[config.mk]
export PLATFORM = sky130hd
export DESIGN_NAME = btn_conditioner_flat
export DESIGN_NICKNAME = d
export VERILOG_FILES = /design/src/rtl/btn_conditioner_pkg.sv /design/src/rtl/btn_conditioner_if.sv /design/src/rtl/btn_debounce_ch.sv /design/src/rtl/btn_conditioner.sv /design/src/flat_wrapper.sv
export SDC_FILE = /design/constraint.sdc
export NUM_CORES = 1
export LEC_CHECK = 0
export ABC_CLOCK_PERIOD_IN_PS = 3600
export BUFFER_PORTS_ARGS = -buffer_cell sky130_fd_sc_hd__buf_4
export CAP_MARGIN = 5
export CORE_ASPECT_RATIO = 1.2
export CORE_MARGIN = 5
export CORE_UTILIZATION = 62
export DETAILED_ROUTE_END_ITERATION = 10
export PLACE_DENSITY = 0.76
export SLEW_MARGIN = 5
export SYNTH_ARGS = -nofsm -noshare
export SYNTH_HDL_FRONTEND = slang
export SYNTH_SLANG_ARGS = --single-unit
[constraint.sdc]
create_clock -name clk -period 3.6 [get_ports clk]
set_input_delay 0.18 -clock clk [delete_from_list [all_inputs] [get_ports clk]]
set_output_delay 0.18 -clock clk [all_outputs]
set_load 0.05 [all_outputs]
[src/rtl/btn_conditioner_pkg.sv]
// rtl/btn_conditioner_pkg.sv - shared constants and channel state encoding for the button front end
package btn_conditioner_pkg;

    typedef enum logic [1:0] {
        ST_LOW  = 2'b00,
        ST_RISE = 2'b01,
        ST_HIGH = 2'b10,
        ST_FALL = 2'b11
    } ch_state_e;

    localparam int DB_CYCLES_HW  = 1000000;
    localparam int DB_CYCLES_SIM = 8;

    localparam int P1_UP = 0;
    localparam int P1_DN = 1;
    localparam int P2_UP = 2;
    localparam int P2_DN = 3;

endpackage

[src/rtl/btn_conditioner_if.sv]
// rtl/btn_conditioner_if.sv - raw button inputs and conditioned outputs bundled for the game logic
interface btn_conditioner_if #(
    parameter int N_BTN = 4
);
    logic [N_BTN-1:0] btn_raw;
    logic [N_BTN-1:0] btn_level;
    logic [N_BTN-1:0] btn_press;
    logic [N_BTN-1:0] btn_release;
    logic             any_press;

    modport master (
        output btn_raw,
        input  btn_level, btn_press, btn_release, any_press
    );

    modport slave (
        input  btn_raw,
        output btn_level, btn_press, btn_release, any_press
    );
endinterface

[src/rtl/btn_debounce_ch.sv]
// rtl/btn_debounce_ch.sv - one button: 2-flop synchroniser, debounce FSM/counter, level and edge pulses
module btn_debounce_ch
    import btn_conditioner_pkg::*;
#(
    parameter int DB_CYCLES = DB_CYCLES_HW,
    parameter int CNT_W     = 20
) (
    input  logic clk,
    input  logic reset,
    input  logic raw,
    output logic level,
    output logic press,
    output logic rel,
    output logic press_next
);
    localparam logic [CNT_W-1:0] CNT_LAST = CNT_W'(DB_CYCLES - 1);
    localparam logic [CNT_W-1:0] CNT_ONE  = CNT_W'(1);

    logic             sync1_q, sync1_d;
    logic             sync2_q, sync2_d;
    ch_state_e        state_q, state_d;
    logic [CNT_W-1:0] cnt_q, cnt_d;
    logic             level_q, level_d;
    logic             press_q, press_d;
    logic             rel_q, rel_d;

    always_ff @(posedge clk or posedge reset) begin
        if (reset) begin
            sync1_q <= 1'b0;
            sync2_q <= 1'b0;
            state_q <= ST_LOW;
            cnt_q   <= '0;
            level_q <= 1'b0;
            press_q <= 1'b0;
            rel_q   <= 1'b0;
        end else begin
            sync1_q <= sync1_d;
            sync2_q <= sync2_d;
            state_q <= state_d;
            cnt_q   <= cnt_d;
            level_q <= level_d;
            press_q <= press_d;
            rel_q   <= rel_d;
        end
    end

    always_comb begin
        sync1_d = raw;
        sync2_d = sync1_q;
        state_d = state_q;
        cnt_d   = cnt_q;
        case (state_q)
            ST_LOW: begin
                if (sync2_q) begin
                    state_d = ST_RISE;
                    cnt_d   = CNT_ONE;
                end
            end
            ST_RISE: begin
                if (!sync2_q) begin
                    state_d = ST_LOW;
                    cnt_d   = '0;
                end else if (cnt_q == CNT_LAST) begin
                    state_d = ST_HIGH;
                    cnt_d   = '0;
                end else begin
                    cnt_d = cnt_q + CNT_ONE;
                end
            end
            ST_HIGH: begin
                if (!sync2_q) begin
                    state_d = ST_FALL;
                    cnt_d   = CNT_ONE;
                end
            end
            ST_FALL: begin
                if (sync2_q) begin
                    state_d = ST_HIGH;
                    cnt_d   = '0;
                end else if (cnt_q == CNT_LAST) begin
                    state_d = ST_LOW;
                    cnt_d   = '0;
                end else begin
                    cnt_d = cnt_q + CNT_ONE;
                end
            end
            default: begin
                state_d = ST_LOW;
                cnt_d   = '0;
            end
        endcase

        // Outputs follow the settled state one clock later, so pulses come only from flops.
        level_d = (state_q == ST_HIGH) || (state_q == ST_FALL);
        press_d = level_d & ~level_q;
        rel_d   = ~level_d & level_q;
    end

    assign level      = level_q;
    assign press      = press_q;
    assign rel        = rel_q;
    assign press_next = press_d;

endmodule

[src/rtl/btn_conditioner.sv]
// rtl/btn_conditioner.sv - N_BTN independent debounce channels plus a registered any_press summary
module btn_conditioner
    import btn_conditioner_pkg::*;
#(
    parameter int N_BTN     = 4,
    parameter int DB_CYCLES = DB_CYCLES_HW,
    parameter int CNT_W     = 20
) (
    input  logic               clk,
    input  logic               reset,
    btn_conditioner_if.slave   bus
);
    logic [N_BTN-1:0] level;
    logic [N_BTN-1:0] press;
    logic [N_BTN-1:0] rel;
    logic [N_BTN-1:0] press_next;
    logic             any_press_q, any_press_d;

    for (genvar i = 0; i < N_BTN; i++) begin : g_ch
        btn_debounce_ch #(
            .DB_CYCLES (DB_CYCLES),
            .CNT_W     (CNT_W)
        ) u_ch (
            .clk        (clk),
            .reset      (reset),
            .raw        (bus.btn_raw[i]),
            .level      (level[i]),
            .press      (press[i]),
            .rel        (rel[i]),
            .press_next (press_next[i])
        );
    end

    // OR the channels' next-cycle press so any_press lands in the same cycle as btn_press.
    always_comb begin
        any_press_d = |press_next;
    end

    always_ff @(posedge clk or posedge reset) begin
        if (reset) begin
            any_press_q <= 1'b0;
        end else begin
            any_press_q <= any_press_d;
        end
    end

    assign bus.btn_level   = level;
    assign bus.btn_press   = press;
    assign bus.btn_release = rel;
    assign bus.any_press   = any_press_q;

endmodule
[src/flat_wrapper.sv]
// flat-port wrapper written by rule: the top's interface ports become plain ports
module btn_conditioner_flat import btn_conditioner_pkg::*;
#(
    parameter int N_BTN     = 4,
    parameter int DB_CYCLES = DB_CYCLES_HW,
    parameter int CNT_W     = 20
)
  (clk, reset, bus_btn_raw, bus_btn_level, bus_btn_press, bus_btn_release, bus_any_press);
  btn_conditioner_if #(.N_BTN(N_BTN)) bus_i ();
  input  logic clk;
  input  logic reset;
  input wire logic [$bits(bus_i.btn_raw)-1:0] bus_btn_raw;
  output wire logic [$bits(bus_i.btn_level)-1:0] bus_btn_level;
  output wire logic [$bits(bus_i.btn_press)-1:0] bus_btn_press;
  output wire logic [$bits(bus_i.btn_release)-1:0] bus_btn_release;
  output wire logic [$bits(bus_i.any_press)-1:0] bus_any_press;
  assign bus_i.btn_raw = bus_btn_raw;
  assign bus_btn_level = bus_i.btn_level;
  assign bus_btn_press = bus_i.btn_press;
  assign bus_btn_release = bus_i.btn_release;
  assign bus_any_press = bus_i.any_press;
  btn_conditioner #(.N_BTN(N_BTN), .DB_CYCLES(DB_CYCLES), .CNT_W(CNT_W)) u_core (.clk(clk), .reset(reset), .bus(bus_i));
endmodule
==> summary.md, run 1 <==
| Metric | Value |
|---|---|
| Die H | around 110 um |
| Power per cell area | about 630 mW/mm^2 |
| Layout Skew | about 0.017 ns |
| Max Slew Vio Count | 0 |
| Yosys cell types | 55 |
| Critical path's most frequent cell | o311ai_0 |
| Hold crit path type | input pin to asynchronous set/reset pin |
| Inst Count DP | approximately 680 |
| RSZ-0062 raised after global routing | no |
| Synth top area share | between 40% and 50% |
| IO Port Bufs | 18 |
| Total number of vias | between 4000 and 5000 |
| Number of global-route vias before repair | 4206 |
| Final Hold Fails | 0 |
| FMAX | between 300 and 400 MHz |
| Worst path slowest cell | a31oi_2 |
| H-tree lvl count | 3 |
| Share of layout cells above drive strength 1 | under 10% |
| Initial antenna violation count | 0 |
| Required time of the critical path | 3.86 ns |
| Hold Slack | roughly 0.0096 ns |
| FF+latch area | between 0.002 and 0.003 mm^2 |
| Post-CTS sizing | 0 |
| Final HPWL DP | approximately 7700 um |
| Vias per inst | between 6 and 7 |
| Routed Antenna Nets | 0 |
| Fin cells | around 700 |
| Max-cap viol count | 0 |
| Top cells by area, synth | dfrtp_1, a31oi_1, nand2_1, nand3_1, a21oi_1 |
| Critical Path Stages | 5 |
| Part of the power in registers | between 40% and 50% |
| Worst Max-Slew Pin Slew | between 1 and 1.5 ns |
| # nets final | 587 |
| Multi-input logic area | around 0.0026 mm^2 |
| Switching Power | approximately 1.6 mW |
| Element type at the critical path start | flop |
| Total power | 3.685 mW |
| Comb pwr share | a little under two fifths |
| Sw Share | a little over two fifths |
| Status | completed |
| P_int | ~2.1 mW |
| Max IR drop VDD | approximately 0.52 mV |
| Syn avg cell area | roughly 9.6 um^2 |
| Worst r2r src | u_core.g_ch[2].u_ch.cnt_q[0] |
| Post-synth EDFFs | 0 |
| Initial Util | roughly 64% |
| Area delta synth->final | 5.787% |
| Starting DRT DRC Count | 311 |
| Largest stage delay, worst path | roughly 1 ns |
| CP delay by family, top | compound AO/OA/AOI/OAI gates |
| Seq cells post-synth | 109 |
| Hold buffer count at cts | 4 |
| N_diodes | 0 |
| WL/cell | between 15 and 20 um |
| Clock share of power | around a fifth |
| Crit path from | u_core.g_ch[2].u_ch.cnt_q[0] |
| Critical path class | flop to flop |
| Max transition margin | 18.83% |
| Clk_lat worst skew | 0.39 ns |
| Period utilisation layout | 70.65% |
| Setup ws final | around 1.1 ns |
| Die ar. | about 0.011 mm^2 |
| Async set or reset register ratio after synthesis | between 90% and 100% |
| Min Tclk post-route | around 2.5 ns |
| Number of cell rows | 37 |
| Worst-path clk slew | approximately 0.1 ns |
| Worst-path cell chain | ha_1 -> and3_1 -> a31oi_2 -> o311ai_0 -> o311ai_0 |
| I/O pins | 19 |
| Sequential fraction of the synthesis area | between 40% and 50% |
| R2R setup slack | between 1 and 1.5 ns |
| Critical path buffers and inverters | 0 |
| Area of the core | a little under 0.009 mm^2 |
| Post-synth top cells | dfrtp_1, nand2_1, nand3_1, a31oi_1 |
| Synth Flop Type | dfrtp_1 |
| CTS max path bufs | 2 |
| CP Capture Point | u_core.g_ch[2].u_ch.cnt_q[9] |
| CTS root buffer | clkbuf_8 |
| Sinks on Clock Net | around 110 |
| Largest net degree at the start of global routing | 80 |
| Leak pwr | 2.472 nW |
| CP endpoint kind | flop |
| Post-synth net total | 589 |
| Fin Setup TNS | 0 ns |
| Setup bufs post-CTS | 0 |
| Synth area leader | dfrtp_1 |
| GR Overflow Total | 0 |
| GPL Wtd Cong | between 0.8 and 0.9 |
| TritonCTS clock tree | done |
| Crit-path max FO | 29 |
| Drt drc | 0 |
| Pre-CTS setup slack | around 1.1 ns |
| GRT Overall Usage | 22.46% |
| Overall routed net length | around 11000 um |
| Die W | 96.42 um |
| CP arrival | around 2.8 ns |
| Most numerous cell in the Yosys netlist | dfrtp_1 |
| Final Setup Violations | 0 |
| First-pass GRT wire length | between 15000 and 20000 um |
| Fillers | 694 |
| R2R cell count | 5 |
| Worst R2R End | u_core.g_ch[2].u_ch.cnt_q[9] |
| Synthesized area | roughly 0.0056 mm^2 |
| Warnings from Yosys | 0 |
| Post-Synthesis Cells | roughly 580 |
| Drt first pass iters | 5 |
| CTS buffer count | 9 |
power by group through the flow:
stage | Clock, mW | Combinational, mW | Sequential [mW]
floorplan | 0 | 1.20 | 1.58
global placement | 0 | 1.34 | 1.60
detailed placement | 0 | 1.38 | 1.62
CTS | 0.725 | 1.39 | 1.59
global route | 0.776 | 1.52 | 1.63
finish | 0.709 | 1.38 | 1.59
per-stage QoR:
stage	util, %	cell area (um^2)
floorplan	-	5557
global placement	65.28	5652
detailed placement	65.28	5652
CTS	67.90	5878
global route	67.90	5878
finish	67.90	5878
layer usage:
layer  wire length (um)  global-route usage [%]
met5                  0                       0
met4                267                   9.542
met3                368                   3.298
met2               5596                   36.43
met1               5132                   29.96
registers in the layout, summed over array words and instances, names as in the netlist, named ones only:
signal / count
u_core.g_ch.u_ch.rel: 4
u_core.g_ch.u_ch.press: 4
u_core.bus.any_press: 1
u_core.g_ch.u_ch.sync2_q: 4
u_core.g_ch.u_ch.sync1_q: 4
u_core.g_ch.u_ch.state_q: 4
u_core.g_ch.u_ch.cnt_q: 80
u_core.g_ch.u_ch.level: 4
cells in the final DEF, fill, tap and decap left out, drive strengths merged, types with 4 or more instances in the layout:
cell type    Yosys  routed
dfrtp          109     109
nand2           68      68
nand3           46      46
a31oi           44      44
a21oi           31      31
o21ai           30      30
nor2            25      25
buf             23      23
nand4           18      18
a22o            15      15
and3            12      12
or4             11      11
nor2b           10      10
clkbuf          17      10
and4             9       9
a21o             8       8
nor3             8       8
inv              8       8
xor2             7       7
o21a             7       7
mux2i            7       7
o211ai           5       5
a41oi            5       5
nor4             5       5
nand2b           4       4
xnor2            4       4
or3              4       4
ha               4       4
dlygate4sd3      0       4
o311ai           4       4
logic make-up (layout without fill, tap and decap cells):
group | after synthesis | in the layout | synth area share [%]
xor+xnor | 11 | 11 | 1.734
compound gates | 160 | 160 | 18.69
fa+ha+maj | 4 | 4 | 0.9007
mux | 10 | 10 | 1.869
buf+inv | 48 | 51 | 4.841
flops | 109 | 109 | 49.09
simple gates | 237 | 237 | 22.88
worst min-delay path by stage:
stage	startpoint	slack, ns	cells past startpoint	endpoint
4_1_cts	reset	0.04	2	u_core.g_ch[1].u_ch.cnt_q[0]
3_5_place_dp	bus_btn_raw[2]	0.29	1	u_core.g_ch[2].u_ch.sync1_q
3_3_place_gp	bus_btn_raw[3]	0.29	1	u_core.g_ch[3].u_ch.sync1_q
5_1_grt	reset	0.11	2	u_core.g_ch[0].u_ch.cnt_q[2]
6_report	reset	0.01	2	u_core.g_ch[0].u_ch.cnt_q[2]
2_1_floorplan	bus_btn_raw[0]	0.21	0	u_core.g_ch[0].u_ch.sync1_q
final cells by class:
cell class / count / area share (%)
clock inverter: 6 / 0.8301
multi-input combinational: 422 / 43.76
tap: 117 / 2.490
sequential: 109 / 46.40
timing repair buffer: 27 / 3.619
clock buffer: 10 / 2.341
inverter: 8 / 0.5534
Power figures use the tool's default switching activity.
==> run 2: changes to the inputs <==
--- a/config.mk
+++ b/config.mk
@@ -5,7 +5,7 @@
 export SDC_FILE = /design/constraint.sdc
 export NUM_CORES = 1
 export LEC_CHECK = 0
-export ABC_CLOCK_PERIOD_IN_PS = 3600
+export ABC_CLOCK_PERIOD_IN_PS = 2650
 export BUFFER_PORTS_ARGS = -buffer_cell sky130_fd_sc_hd__buf_4
 export CAP_MARGIN = 5
 export CORE_ASPECT_RATIO = 1.2
==> constraint.sdc (replaced) <==
create_clock -name clk -period 2.65 [get_ports clk]
set_input_delay 0.1325 -clock clk [delete_from_list [all_inputs] [get_ports clk]]
set_output_delay 0.1325 -clock clk [all_outputs]
set_load 0.05 [all_outputs]
==> run 2 against run 1 <==
  * Critical path type unchanged
  * Largest power group unchanged
  * Clock skew down 0.0053 ns
  * Highest routed layer unchanged
  * Register-to-register slack worse by 0.70 ns
  * Design area grew 2.2%
  * Critical path depth unchanged
  * Count of clock-buffer cells in the layout up 2
  * Clock power up 66%
==> summary.md, run 2 (synthesis results as in run 1) <==
| Metric | Value |
|---|---|
| Status | completed (unchanged) |
| Total number of vias | 4476 (was 4449) |
| Worst Max-Slew Pin Slew | 0.9125 ns (was 1.218 ns) |
| Power per cell area | 879.0 mW/mm^2 (was 626.9 mW/mm^2) |
| Hold crit path type | flop to flop (was input pin to asynchronous set/reset pin) |
| Drt first pass iters | 4 (was 5) |
| WL/cell | 16.04 um (was 16.26 um) |
| Worst path slowest cell | or4b_1 (was a31oi_2) |
| Area of the core | 0.008657 mm^2 (unchanged) |
| # nets final | 592 (was 587) |
| Final Hold Fails | 0 (unchanged) |
| Die H | 113.7 um (unchanged) |
| Initial Util | 64.19% (unchanged) |
| Die W | 96.42 um (unchanged) |
| Final Setup Violations | 0 (unchanged) |
| Share of layout cells above drive strength 1 | 10.22% (was 9.622%) |
| Drt drc | 0 (unchanged) |
| Worst-path clk slew | 0.10 ns (about the same) |
| GPL Wtd Cong | 0.8590 (was 0.8285) |
| Setup ws final | 0.3571 ns (was 1.056 ns) |
| Pre-CTS setup slack | 0.1863 ns (was 1.057 ns) |
| H-tree lvl count | 3 (unchanged) |
| CTS buffer count | 9 (unchanged) |
| Number of cell rows | 37 (unchanged) |
| Max transition margin | 39.04% (was 18.83%) |
| GRT Overall Usage | 22.84% (was 22.46%) |
| Leak pwr | 2.537 nW (was 2.472 nW) |
| Number of global-route vias before repair | 4385 (was 4206) |
| Largest stage delay, worst path | 0.59 ns (was 0.99 ns) |
| N_diodes | 0 (unchanged) |
| Hold Crit Depth | 0 |
| FMAX | 436.1 MHz (was 393.2 MHz) |
| Overall routed net length | 11290 um (was 11360 um) |
| Clk_lat worst skew | 0.37 ns (was 0.39 ns) |
| Initial antenna violation count | 0 (unchanged) |
| Min Tclk post-route | 2.293 ns (was 2.544 ns) |
| Required time of the critical path | 2.91 ns (was 3.86 ns) |
| Worst r2r src | u_core.g_ch[3].u_ch.cnt_q[10] (was u_core.g_ch[2].u_ch.cnt_q[0]) |
| R2R cell count | 5 (unchanged) |
| CP arrival | 2.55 ns (was 2.81 ns) |
| Area delta synth->final | 8.106% (was 5.787%) |
| Final HPWL DP | 7600 um (was 7696 um) |
| CTS root buffer | clkbuf_8 (unchanged) |
| Max FFs per register | 80 (unchanged) |
| Crit-path max FO | 33 (was 29) |
| Max Slew Vio Count | 0 (unchanged) |
| CTS max path bufs | 2 (unchanged) |
| TritonCTS clock tree | done (unchanged) |
| Element type at the critical path start | flop (unchanged) |
| Most common cell after layout, fill and taps aside | dfrtp_1 (unchanged) |
| Max-cap viol count | 0 (unchanged) |
| GR Overflow Total | 0 (unchanged) |
| Starting DRT DRC Count | 171 (was 311) |
| Layout Skew | 0.01130 ns (was 0.01665 ns) |
| Die ar. | 0.01096 mm^2 (unchanged) |
| Critical path class | flop to flop (unchanged) |
| Sinks on Clock Net | 109 (unchanged) |
| Routed Antenna Nets | 0 (unchanged) |
| Crit path from | u_core.g_ch[3].u_ch.cnt_q[10] (was u_core.g_ch[2].u_ch.cnt_q[0]) |
| Period utilisation layout | 86.52% (was 70.65%) |
| Most flop-heavy register | u_core.g_ch.u_ch.cnt_q (unchanged) |
| Worst Hold Launch | u_core.g_ch[1].u_ch.sync1_q |
| Commonest cells after routing, fill and taps aside | dfrtp_1, nand2_1, nand3_1 (unchanged) |
| I/O pins | 19 (unchanged) |
| RSZ-0062 raised after global routing | no (unchanged) |
| Largest net degree at the start of global routing | 54 (was 80) |
| CP endpoint kind | flop (unchanged) |
| Max IR drop VDD | 0.6591 mV (was 0.5195 mV) |
| Vias per inst | 6.358 (was 6.365) |
| IO Port Bufs | 18 (unchanged) |
| Worst-path cell chain | or4b_1 -> nor4_4 -> a21oi_4 -> nor2b_1 -> mux2_2 (was ha_1 -> and3_1 -> a31oi_2 -> o311ai_0 -> o311ai_0) |
| First-pass GRT wire length | 20150 um (was 19570 um) |
| Fin Setup TNS | 0 ns (unchanged) |
==> run 2: what timing repair did <==
item                                   CTS  global route
buffers inserted                         0             0
setup endpoints to repair                0             6
hold buffers                             5             0
gates resized for setup                  0             1
endpoints found under the hold margin   44             0
==> run 2: critical path: cells and delay by family, from the launching register on <==
kind / cells / cell delay (ns)
AND/OR/NAND/NOR: 3 / 1.11
flip-flops: 1 / 0.48
multiplexers: 1 / 0.34
AO/OA/AOI/OAI: 1 / 0.25
==> run 2: power breakdown <==
part	leakage [nW]	switching [mW]	internal [mW]
clock	0.119	0.566	0.614
sequential	1.45	0.246	1.91
combinational	0.967	1.30	0.646
total	2.54	2.11	3.17
==> run 2: final timing paths <==
path,end,slack (ns)
max in group asynchronous,u_core.g_ch[2].u_ch.cnt_q[14],1.40
hold / removal,u_core.g_ch[1].u_ch.sync2_q,0.36
setup reg to reg,flop,0.36
min in group asynchronous,u_core.g_ch[1].u_ch.sync2_q,0.50
setup / recovery,flop,0.36
hold reg to reg,u_core.g_ch[1].u_ch.sync2_q,0.36
==> run 2: through the flow <==
stage          hold slack, ns  util (%)  instance area, um^2  std cells  total power [mW]
6_report               0.3574     69.39                 6007        704             5.280
5_1_grt                0.3741     69.39                 6007        704             5.602
4_1_cts                0.3548     69.30                 6000        704             5.306
3_5_place_dp           0.2430     65.93                 5708        683             4.125
3_3_place_gp           0.2427     65.93                 5708        683             4.063
2_1_floorplan          0.1639         -                 5560        579             3.781
==> run 2: per-layer routing <==
metal	GRT usage (%)	vias to the layer above	part of all wire (%)
met5	0	-	0
met4	8.793	0	1.5
met3	3.364	15	3.7
met2	37.08	86	50
met1	30.84	2208	45
li1	-	2167	-
==> run 2: final cells by class <==
cell class / instances / area, um^2
Inverter: 8 / 33.78
Multi-Input combinational cell: 422 / 2580
Tap cell: 117 / 146.4
Clock buffer: 12 / 165.2
Clock inverter: 4 / 76.32
Fill cell: 710 / 2650
Sequential cell: 109 / 2728
Timing Repair Buffer: 32 / 277.8
==> run 3: changes to the inputs <==
--- a/config.mk
+++ b/config.mk
@@ -12,6 +12,7 @@
 export CORE_MARGIN = 5
 export CORE_UTILIZATION = 62
 export DETAILED_ROUTE_END_ITERATION = 10
+export MAX_ROUTING_LAYER = met4
 export PLACE_DENSITY = 0.76
 export SLEW_MARGIN = 5
 export SYNTH_ARGS = -nofsm -noshare
==> run 3 against run 2 <==
  * Final cell count is the same
  * Via count grew 1.1%
  * Largest cell class unchanged
  * Largest power group unchanged
  * Setup slack gained 0.0038 ns
==> summary.md, run 3 (synthesis results as in run 1) <==
| Metric | Value |
|---|---|
| Sinks on Clock Net | 109 (unchanged) |
| R2R setup slack | 0.36 ns (about the same) |
| Most common cell after layout, fill and taps aside | dfrtp_1 (unchanged) |
| Hold Crit Depth | 0 (unchanged) |
| Max Slew Vio Count | 0 (unchanged) |
| Final core utilization | 69.39% (unchanged) |
| Met1 Track Usage GR | 30.88% (was 30.84%) |
| GRT Overall Usage | 23.54% (was 22.84%) |
| Power per cell area | 878.9 mW/mm^2 (was 879.0 mW/mm^2) |
| CP endpoint kind | flop (unchanged) |
| Max IR drop VDD | 0.6590 mV (was 0.6591 mV) |
| Area of the core | 0.008657 mm^2 (unchanged) |
| Die ar. | 0.01096 mm^2 (unchanged) |
| Hold endpoint | u_core.g_ch[1].u_ch.sync2_q (unchanged) |
| Critical path buffers and inverters | 0 (unchanged) |
| Worst Max-Slew Pin Slew | 0.9134 ns (was 0.9125 ns) |
| Die W | 96.42 um (unchanged) |
| Final HPWL DP | 7600 um (unchanged) |
| Dpl cell area | 0.005708 mm^2 (unchanged) |
| Final Hold Fails | 0 (unchanged) |
| Period utilisation layout | 86.38% (was 86.52%) |
| Routed Antenna Nets | 0 (unchanged) |
| Worst Hold Launch | u_core.g_ch[1].u_ch.sync1_q (unchanged) |
| Number of global-route vias before repair | 4390 (was 4385) |
| Largest stage delay, worst path | 0.59 ns (about the same) |
| Final Setup Violations | 0 (unchanged) |
| Vias per inst | 6.426 (was 6.358) |
| Crit-path max FO | 33 (unchanged) |
| Setup ws final | 0.3609 ns (was 0.3571 ns) |
| Worst-path cell chain | or4b_1 -> nor4_4 -> a21oi_4 -> nor2b_1 -> mux2_2 (unchanged) |
| CTS root buffer | clkbuf_8 (unchanged) |
| Share of layout cells above drive strength 1 | 10.22% (unchanged) |
| Max-cap viol count | 0 (unchanged) |
| H-tree lvl count | 3 (unchanged) |
| TritonCTS clock tree | done (unchanged) |
| Largest net degree at the start of global routing | 54 (unchanged) |
| Total power | 5.280 mW (about the same) |
| RSZ-0062 raised after global routing | no (unchanged) |
| Multi-input logic area | 0.002580 mm^2 (unchanged) |
| Starting DRT DRC Count | 167 (was 171) |
| Initial antenna violation count | 0 (unchanged) |
| Required time of the critical path | 2.91 ns (about the same) |
| Initial Util | 64.19% (unchanged) |
| I/O pins | 19 (unchanged) |
| CTS max path bufs | 2 (unchanged) |
| GR Util met2 | 37.17% (was 37.08%) |
| Max FFs per register | 80 (unchanged) |
| GR Overflow Total | 0 (unchanged) |
| CP arrival | 2.55 ns (about the same) |
| Most flop-heavy register | u_core.g_ch.u_ch.cnt_q (unchanged) |
| Max transition margin | 38.98% (was 39.04%) |
| CP delay by family, top | simple AND/OR/NAND/NOR gates (unchanged) |
| Worst path slowest cell | or4b_1 (unchanged) |
| FMAX | 436.9 MHz (was 436.1 MHz) |
| Layout Skew | 0.008842 ns (was 0.01130 ns) |
| Drt drc | 0 (unchanged) |
| Commonest cells after routing, fill and taps aside | dfrtp_1, nand2_1, nand3_1 (unchanged) |
| Status | completed (unchanged) |
| Area delta synth->final | 8.106% (unchanged) |
| Fillers | 710 (unchanged) |
| Hold crit path type | flop to flop (unchanged) |
| CTS buffer count | 9 (unchanged) |
| Met3 usage | 3.364% (unchanged) |
| GPL Wtd Cong | 0.8727 (was 0.8590) |
| GRT Max-Usage Layer | met2 (unchanged) |
| First-pass GRT wire length | 20200 um (was 20150 um) |
| Worst-path clk slew | 0.10 ns (about the same) |
| Element type at the critical path start | flop (unchanged) |
| # nets final | 592 (unchanged) |
| Clk_lat worst skew | 0.37 ns (about the same) |
| N_diodes | 0 (unchanged) |
| Design area | 0.006007 mm^2 (unchanged) |
| Overall routed net length | 11300 um (was 11290 um) |
| Leak pwr | 2.537 nW (unchanged) |
| Worst r2r src | u_core.g_ch[3].u_ch.cnt_q[10] (unchanged) |
| Min Tclk post-route | 2.289 ns (was 2.293 ns) |
| R2R cell count | 5 (unchanged) |
| Drt first pass iters | 5 (was 4) |
| Critical path class | flop to flop (unchanged) |
| Pre-CTS setup slack | 0.1863 ns (unchanged) |
| Number of cell rows | 37 (unchanged) |
| FF+latch area | 0.002728 mm^2 (unchanged) |
| Fin Setup TNS | 0 ns (unchanged) |
| Die H | 113.7 um (unchanged) |
| WL/cell | 16.05 um (was 16.04 um) |
| Total number of vias | 4524 (was 4476) |
| IO Port Bufs | 18 (unchanged) |
==> run 3: cell counts in the layout (fill, tap and decap cells not counted) <==
Identical to the previous run, type by type.
==> run 3: repair_timing <==
action,in CTS,in global routing
setup endpoints to repair,0,6
endpoints found under the hold margin,44,0
resized for setup,0,1
setup buffers,0,0
hold buffers,5,0
==> run 3: final cells by class <==
| cell class | instances | share of cell area, % |
|---|---|---|
| Clock buffer | 12 | 2.749 |
| Clock inverter | 4 | 1.271 |
| Inverter | 8 | 0.5624 |
| Multi-Input combinational cell | 422 | 42.95 |
| Sequential cell | 109 | 45.41 |
| Tap cell | 117 | 2.437 |
| Timing Repair Buffer | 32 | 4.624 |
==> run 3: metrics by stage <==
step	hold slack, ns	std cells
2_1_floorplan	0.1639	579
3_3_place_gp	0.2427	683
3_5_place_dp	0.2430	683
4_1_cts	0.3548	704
5_1_grt	0.3741	704
6_report	0.3586	704
==> run 3: worst max path at each step <==
stage | startpoint | slack [ns] | depth (start not counted) | to
2_1_floorplan | u_core.g_ch[3].u_ch.cnt_q[10] | 0.66 | 8 | u_core.g_ch[3].u_ch.cnt_q[5]
3_3_place_gp | u_core.g_ch[3].u_ch.cnt_q[0] | 0.27 | 6 | flop
3_5_place_dp | u_core.g_ch[3].u_ch.cnt_q[0] | 0.19 | 6 | u_core.g_ch[3].u_ch.cnt_q[13]
4_1_cts | u_core.g_ch[3].u_ch.cnt_q[0] | 0.17 | 6 | u_core.g_ch[3].u_ch.cnt_q[19]
5_1_grt | u_core.g_ch[1].u_ch.cnt_q[0] | 0.15 | 7 | u_core.g_ch[1].u_ch.cnt_q[8]
6_report | u_core.g_ch[3].u_ch.cnt_q[10] | 0.36 | 5 | flop
==> run 3: where the power goes <==
part	leakage, nW	switching [mW]	internal (mW)
combinational	0.967	1.30	0.646
sequential	1.45	0.246	1.91
clock	0.119	0.564	0.614
==> run 3: layer usage <==
layer,wire (um),share of wire (%)
met4,155,1.4
met2,5677,50
met5,0,0
met3,426,3.8
met1,5040,45
